--- src/rtl/response_pkg.sv ---
// Shared definitions for the response path: framer state encoding and the
// default TYPE constants also used by the request decoder.
package response_pkg;

  typedef enum logic [1:0] {
    ST_IDLE = 2'd0,
    ST_TYPE = 2'd1,
    ST_ADDR = 2'd2,
    ST_DATA = 2'd3
  } state_t;

  localparam logic [7:0] STATUS_CODE   = 8'h00;
  localparam logic [7:0] STATUS_TYPE   = 8'h00;
  localparam logic [7:0] DEF_RESP_BASE = 8'h11;
  localparam logic [7:0] DEF_MAX_CODE  = 8'h08;
  localparam logic [7:0] DEF_ERR_TYPE  = 8'hFF;

endpackage

--- src/rtl/response_framer_if.sv ---
// Request-side and transmitter-side signals of the response framer.
interface response_framer_if #(
  parameter int DATA_BYTES = 2,
  parameter int ADDR_W     = 5
);
  logic                    has_response;
  logic [7:0]              request_code;
  logic [ADDR_W-1:0]       sensor_address;
  logic [8*DATA_BYTES-1:0] data_to_send;
  logic                    tx_ready;
  logic                    response_valid;
  logic [7:0]              response;
  logic                    busy;
  logic                    frame_done;
  logic                    req_dropped;

  modport slave (
    input  has_response, request_code, sensor_address, data_to_send, tx_ready,
    output response_valid, response, busy, frame_done, req_dropped
  );

  modport master (
    output has_response, request_code, sensor_address, data_to_send, tx_ready,
    input  response_valid, response, busy, frame_done, req_dropped
  );
endinterface

--- src/rtl/response_code_map.sv ---
// Maps a request code to the TYPE byte of the response frame; known=0 marks
// an unrecognised code whose payload must be suppressed.
module response_code_map
  import response_pkg::*;
#(
  parameter logic [7:0] RESP_BASE = DEF_RESP_BASE,
  parameter logic [7:0] MAX_CODE  = DEF_MAX_CODE,
  parameter logic [7:0] ERR_TYPE  = DEF_ERR_TYPE
) (
  input  logic [7:0] code,
  output logic [7:0] type_byte,
  output logic       known
);

  always_comb begin
    type_byte = ERR_TYPE;
    known     = 1'b0;
    if (code == STATUS_CODE) begin
      type_byte = STATUS_TYPE;
      known     = 1'b1;
    end else if (code <= MAX_CODE) begin
      type_byte = RESP_BASE + code;
      known     = 1'b1;
    end
  end

endmodule

--- src/rtl/response_framer.sv ---
// Serialises a completed sensor request into [TYPE][ADDR?][DATA MSB-first]
// bytes over a valid/ready handshake towards the UART transmitter.
module response_framer
  import response_pkg::*;
#(
  parameter int         DATA_BYTES = 2,
  parameter int         ADDR_EN    = 1,
  parameter int         ADDR_W     = 5,
  parameter logic [7:0] RESP_BASE  = DEF_RESP_BASE,
  parameter logic [7:0] MAX_CODE   = DEF_MAX_CODE,
  parameter logic [7:0] ERR_TYPE   = DEF_ERR_TYPE
) (
  input  logic             clock,
  input  logic             reset,
  response_framer_if.slave bus
);

  localparam int         PW   = 8 * DATA_BYTES;
  localparam logic [1:0] LAST = 2'(DATA_BYTES - 1);

  state_t            state, state_nx;
  logic [1:0]        cnt, cnt_nx;
  logic [7:0]        type_q;
  logic [ADDR_W-1:0] addr_q;
  logic [PW-1:0]     payload_q;
  logic              done_q, dropped_q;

  logic [7:0] map_type;
  logic       map_known;
  logic       active, xfer, last_xfer;
  logic [7:0] data_byte, resp_byte;

  response_code_map #(
    .RESP_BASE (RESP_BASE),
    .MAX_CODE  (MAX_CODE),
    .ERR_TYPE  (ERR_TYPE)
  ) u_code_map (
    .code      (bus.request_code),
    .type_byte (map_type),
    .known     (map_known)
  );

  assign active    = (state != ST_IDLE);
  assign xfer      = active && bus.tx_ready;
  assign last_xfer = (state == ST_DATA) && xfer && (cnt == LAST);

  // cnt counts from the MSB byte down to the LSB byte of the payload
  always_comb begin
    data_byte = 8'h00;
    for (int i = 0; i < DATA_BYTES; i++) begin
      if (cnt == 2'(DATA_BYTES - 1 - i)) data_byte = payload_q[8*i +: 8];
    end
  end

  always_comb begin
    state_nx  = state;
    cnt_nx    = cnt;
    resp_byte = 8'h00;
    case (state)
      ST_IDLE: begin
        if (bus.has_response) state_nx = ST_TYPE;
      end
      ST_TYPE: begin
        resp_byte = type_q;
        if (xfer) begin
          state_nx = (ADDR_EN != 0) ? ST_ADDR : ST_DATA;
          cnt_nx   = 2'd0;
        end
      end
      ST_ADDR: begin
        resp_byte = 8'(addr_q);
        if (xfer) begin
          state_nx = ST_DATA;
          cnt_nx   = 2'd0;
        end
      end
      ST_DATA: begin
        resp_byte = data_byte;
        if (xfer) begin
          if (cnt == LAST) state_nx = ST_IDLE;
          else             cnt_nx   = cnt + 2'd1;
        end
      end
      default: state_nx = ST_IDLE;
    endcase
  end

  always_ff @(posedge clock or posedge reset) begin
    if (reset) begin
      state     <= ST_IDLE;
      cnt       <= 2'd0;
      type_q    <= 8'h00;
      addr_q    <= '0;
      payload_q <= '0;
      done_q    <= 1'b0;
      dropped_q <= 1'b0;
    end else begin
      state     <= state_nx;
      cnt       <= cnt_nx;
      done_q    <= last_xfer;
      dropped_q <= active && bus.has_response;
      // Inputs are captured only here; later changes cannot disturb the frame
      if (!active && bus.has_response) begin
        type_q    <= map_type;
        addr_q    <= bus.sensor_address;
        payload_q <= map_known ? bus.data_to_send : '0;
      end
    end
  end

  assign bus.response_valid = active;
  assign bus.busy           = active;
  assign bus.response       = resp_byte;
  assign bus.frame_done     = done_q;
  assign bus.req_dropped    = dropped_q;

endmodule
--- src/flat_wrapper.sv ---
// flat-port wrapper written by rule: the top's interface ports become plain ports
module response_framer_flat import response_pkg::*;
#(
  parameter int         DATA_BYTES = 2,
  parameter int         ADDR_EN    = 1,
  parameter int         ADDR_W     = 5,
  parameter logic [7:0] RESP_BASE  = DEF_RESP_BASE,
  parameter logic [7:0] MAX_CODE   = DEF_MAX_CODE,
  parameter logic [7:0] ERR_TYPE   = DEF_ERR_TYPE
)
  (clock, reset, bus_has_response, bus_request_code, bus_sensor_address, bus_data_to_send, bus_tx_ready, bus_response_valid, bus_response, bus_busy, bus_frame_done, bus_req_dropped);
  response_framer_if #(.DATA_BYTES(DATA_BYTES), .ADDR_W(ADDR_W)) bus_i ();
  input  logic clock;
  input  logic reset;
  input wire logic [$bits(bus_i.has_response)-1:0] bus_has_response;
  input wire logic [$bits(bus_i.request_code)-1:0] bus_request_code;
  input wire logic [$bits(bus_i.sensor_address)-1:0] bus_sensor_address;
  input wire logic [$bits(bus_i.data_to_send)-1:0] bus_data_to_send;
  input wire logic [$bits(bus_i.tx_ready)-1:0] bus_tx_ready;
  output wire logic [$bits(bus_i.response_valid)-1:0] bus_response_valid;
  output wire logic [$bits(bus_i.response)-1:0] bus_response;
  output wire logic [$bits(bus_i.busy)-1:0] bus_busy;
  output wire logic [$bits(bus_i.frame_done)-1:0] bus_frame_done;
  output wire logic [$bits(bus_i.req_dropped)-1:0] bus_req_dropped;
  assign bus_i.has_response = bus_has_response;
  assign bus_i.request_code = bus_request_code;
  assign bus_i.sensor_address = bus_sensor_address;
  assign bus_i.data_to_send = bus_data_to_send;
  assign bus_i.tx_ready = bus_tx_ready;
  assign bus_response_valid = bus_i.response_valid;
  assign bus_response = bus_i.response;
  assign bus_busy = bus_i.busy;
  assign bus_frame_done = bus_i.frame_done;
  assign bus_req_dropped = bus_i.req_dropped;
  response_framer #(.DATA_BYTES(DATA_BYTES), .ADDR_EN(ADDR_EN), .ADDR_W(ADDR_W), .RESP_BASE(RESP_BASE), .MAX_CODE(MAX_CODE), .ERR_TYPE(ERR_TYPE)) u_core (.clock(clock), .reset(reset), .bus(bus_i));
endmodule
--- config.mk ---
export PLATFORM = sky130hd
export DESIGN_NAME = response_framer_flat
export DESIGN_NICKNAME = d
export VERILOG_FILES = /design/src/rtl/response_pkg.sv /design/src/rtl/response_framer_if.sv /design/src/rtl/response_code_map.sv /design/src/rtl/response_framer.sv /design/src/flat_wrapper.sv
export SDC_FILE = /design/constraint.sdc
export NUM_CORES = 1
export LEC_CHECK = 0
export ABC_AREA = 1
export ABC_CLOCK_PERIOD_IN_PS = 2420
export CORE_ASPECT_RATIO = 0.8
export CORE_MARGIN = 1
export CORE_UTILIZATION = 40
export CTS_CLUSTER_SIZE = 24
export DETAILED_ROUTE_END_ITERATION = 10
export PLACE_DENSITY = 0.76
export SKIP_LAST_GASP = 1
export SYNTH_ARGS = -nofsm -noshare
export SYNTH_HDL_FRONTEND = slang
export SYNTH_SLANG_ARGS = --single-unit
--- constraint.sdc ---
create_clock -name clock -period 2.42 [get_ports clock]
set_input_delay 0.484 -clock clock [delete_from_list [all_inputs] [get_ports clock]]
set_output_delay 0.484 -clock clock [all_outputs]
set_load 0.01 [all_outputs]
==> metrics <==
final std cells w/o fill=385; I/O pins=45; synth top area cells=dfrtp_1 (45%), nand2_1 (28%), ha_1 (5.8%); period utilisation layout=96.8%; Clk Tree Root Cell=clkbuf_8; Yosys reg bits=35; DR WL/cell=11.4 um; CTS tree=built; Post-synth EDFFs=0; latest clock arrival within the worst-skew pair=0.28 ns; Max H-tree Level=2; clock slew at reported path FFs=0.07 ns; routability cong.=0.821; critical path class=flop to primary output; Syn Nets=315; Yosys top cell by area=dfrtp_1; Worst Hold Class=flop to flop; switching share of total power=40.3%; peak supply drop=0.000426 V; dpl cells=372; Data arrival, critical path=1.86 ns; final hold viol count=0; Crit. End Element=primary output; Layout fillers=451; # diodes=0; Switch Pwr=955 uW; worst-margin pin slew=0.492 ns; IO Port Bufs=44; P_leak=1.37 nW; via count=1811; worst hold start=u_core.payload_q[1]$_DFFE_PP0P_; Nets=366; vias per std cell=4.70; total iterations of the first detailed-routing run=4; global route overflow=0; Final Util=55.3%; unrepaired setup endpoints after global routing=yes; Comb pwr share=47.5%; crit path max fanout=5; vias in the first global route=1726; max_slew headroom=67.2%; Power Internal=1.41 mW; pwr dens=926 mW/mm^2; Startpoint Class=flop; share of the synthesized area in the top cell type=45.0%; final setup violation count=0; total CTS buffers=5; GRT Total Usage=19.0%; post-route design area=0.00256 sq mm; Synth Instances=273; most frequent cell after synthesis=nand2_1; ANT nets after route=0; Syn Area/Cell=7.14 sq um; max cap viols=0; Async SR Flop Fraction=100%; FMAX=427 MHz; final WL=4390 um; HPWL after DPL=3110 um; sequential share of the synthesized area=45.0%; r2r setup slk=0.77 ns; drt initial violations=119; Reg power frac=35.4%; Initial Utilization=42.1%; Post-Syn Area=0.00195 sq mm; layout cells sized above 1=8.62%; initial antenna violation count=0; R2R Path End=u_core.cnt[0]$_DFFE_PP0P_; DRC=0; clock power share=17.1%; clk buf depth=2; Worst Hold End=u_core.payload_q[1]$_DFFE_PP0P_; placed instance area=0.00245 sq mm; CP Data Required Time=1.94 ns; clock sink total=35; main flop type after synthesis=dfrtp_1; Yosys cell types=20; largest net degree at the start of global routing=36; die height=64.4 um; Synth-to-Final Area Change=31.3%; outcome=complete, no violations; Post-Route Setup TNS=0 ns; Die Wd=80.0 um; R2R cell count=7; fin crit period=2.34 ns; FP Rows=22; die area=0.00516 sq mm; first-pass GRT wire length=7510 um; Final Max Slew Viols=0; skew final=0.00534 ns; top post-synthesis cells by count=nand2_1 (145), dfrtp_1 (35), inv_1 (23); Core Region=0.00462 sq mm; Reg-to-Reg Start=u_core.state[0]$_DFFE_PP0P_; worst hold path depth=2; Ys Warns=0
## layout by cell type (no fill, tap or decap), types with 3 or more instances in the layout
master,n
nand2_1,145
clkdlybuf4s50_1,36
dfrtp_1,35
inv_1,23
nand3_1,21
buf_4,11
nor2_1,9
a21oi_1,9
ha_1,6
dlygate4sd2_1,6
clkbuf_8,5
o21ai_0,3
ha_2,3
## state kept, by name (all words and copies together) (netlist names)
name / flops
u_core.payload_q: 16
u_core.state: 2
u_core.cnt: 2
u_core.bus.req_dropped: 1
u_core.bus.frame_done: 1
u_core.type_q: 8
u_core.addr_q: 5
## worst max path at each step
stage / from / endpoint / slack, ns / depth (start not counted)
floorplan: u_core.cnt[0]$_DFFE_PP0P_ / bus_response[0] / 0.69 / 8
global placement: u_core.cnt[0]$_DFFE_PP0P_ / bus_response[0] / 0.13 / 8
detailed placement: u_core.cnt[0]$_DFFE_PP0P_ / bus_response[7] / 0.09 / 8
CTS: u_core.cnt[1]$_DFFE_PP0P_ / bus_response[7] / -0.04 / 11
global route: u_core.cnt[1]$_DFFE_PP0P_ / bus_response[5] / -0.06 / 10
finish: u_core.cnt[1]$_DFFE_PP0P_ / bus_response[2] / 0.08 / 10
## cell type report
type	instances	area (sq um)	share of cell area (%)
clock buffers	7	76.3	2.98
inverters	24	90.1	3.52
well taps	60	75.1	2.93
clock inverters	1	5.00	0.196
repair buffers	56	526	20.5
flip-flops and latches	35	876	34.2
multi-input cells	202	911	35.6
## logic make-up after synthesis
family	share of synthesized area (%)
buf+inv	8.67
fa+ha+maj	5.78
flops	45.0
compound gates	3.53
simple gates	36.6
xor+xnor	0.450
## critical path, stage by stage (launching register included)
cell	delay [ns]
dfrtp_1	0.38
inv_1	0.08
ha_1	0.17
inv_1	0.08
nor2_4	0.13
buf_4	0.14
nand2_1	0.04
nand2_1	0.07
nand2_1	0.06
a21oi_1	0.14
dlygate4sd2_1	0.28
## through the flow
stage	worst slack, ns	total power [mW]	hold WS (ns)
finish	0.0775	2.37	0.484
global route	-0.0635	2.57	0.500
CTS	-0.0363	2.38	0.486
detailed placement	0.0897	1.99	0.466
global placement	0.135	1.97	0.464
floorplan	0.695	1.57	0.449
## power groups by stage
| stage | Clock, mW | Sequential (mW) | Combinational, mW |
|---|---|---|---|
| after floorplan | 0 | 0.825 | 0.747 |
| final | 0.404 | 0.839 | 1.13 |
| after global routing | 0.439 | 0.862 | 1.27 |
| after detailed placement | 0 | 0.845 | 1.15 |
| after CTS | 0.412 | 0.839 | 1.13 |
| after global placement | 0 | 0.840 | 1.13 |
## timing repair
item,in CTS,in global routing
endpoints found under the setup margin,8,4
setup buffers,4,1
hold buffers,0,0
gates cloned,0,0
resized for setup,11,4
pin swaps,1,1
endpoints found under the hold margin,0,0
## routing by layer
metal	track usage (%)	wire length, um	up-vias
met4	6.03	16	0
met1	24.4	2070	838
met3	3.94	202	2
met5	0	0	-
li1	-	-	927
met2	31.9	2090	44
Power figures use the tool's default switching activity.
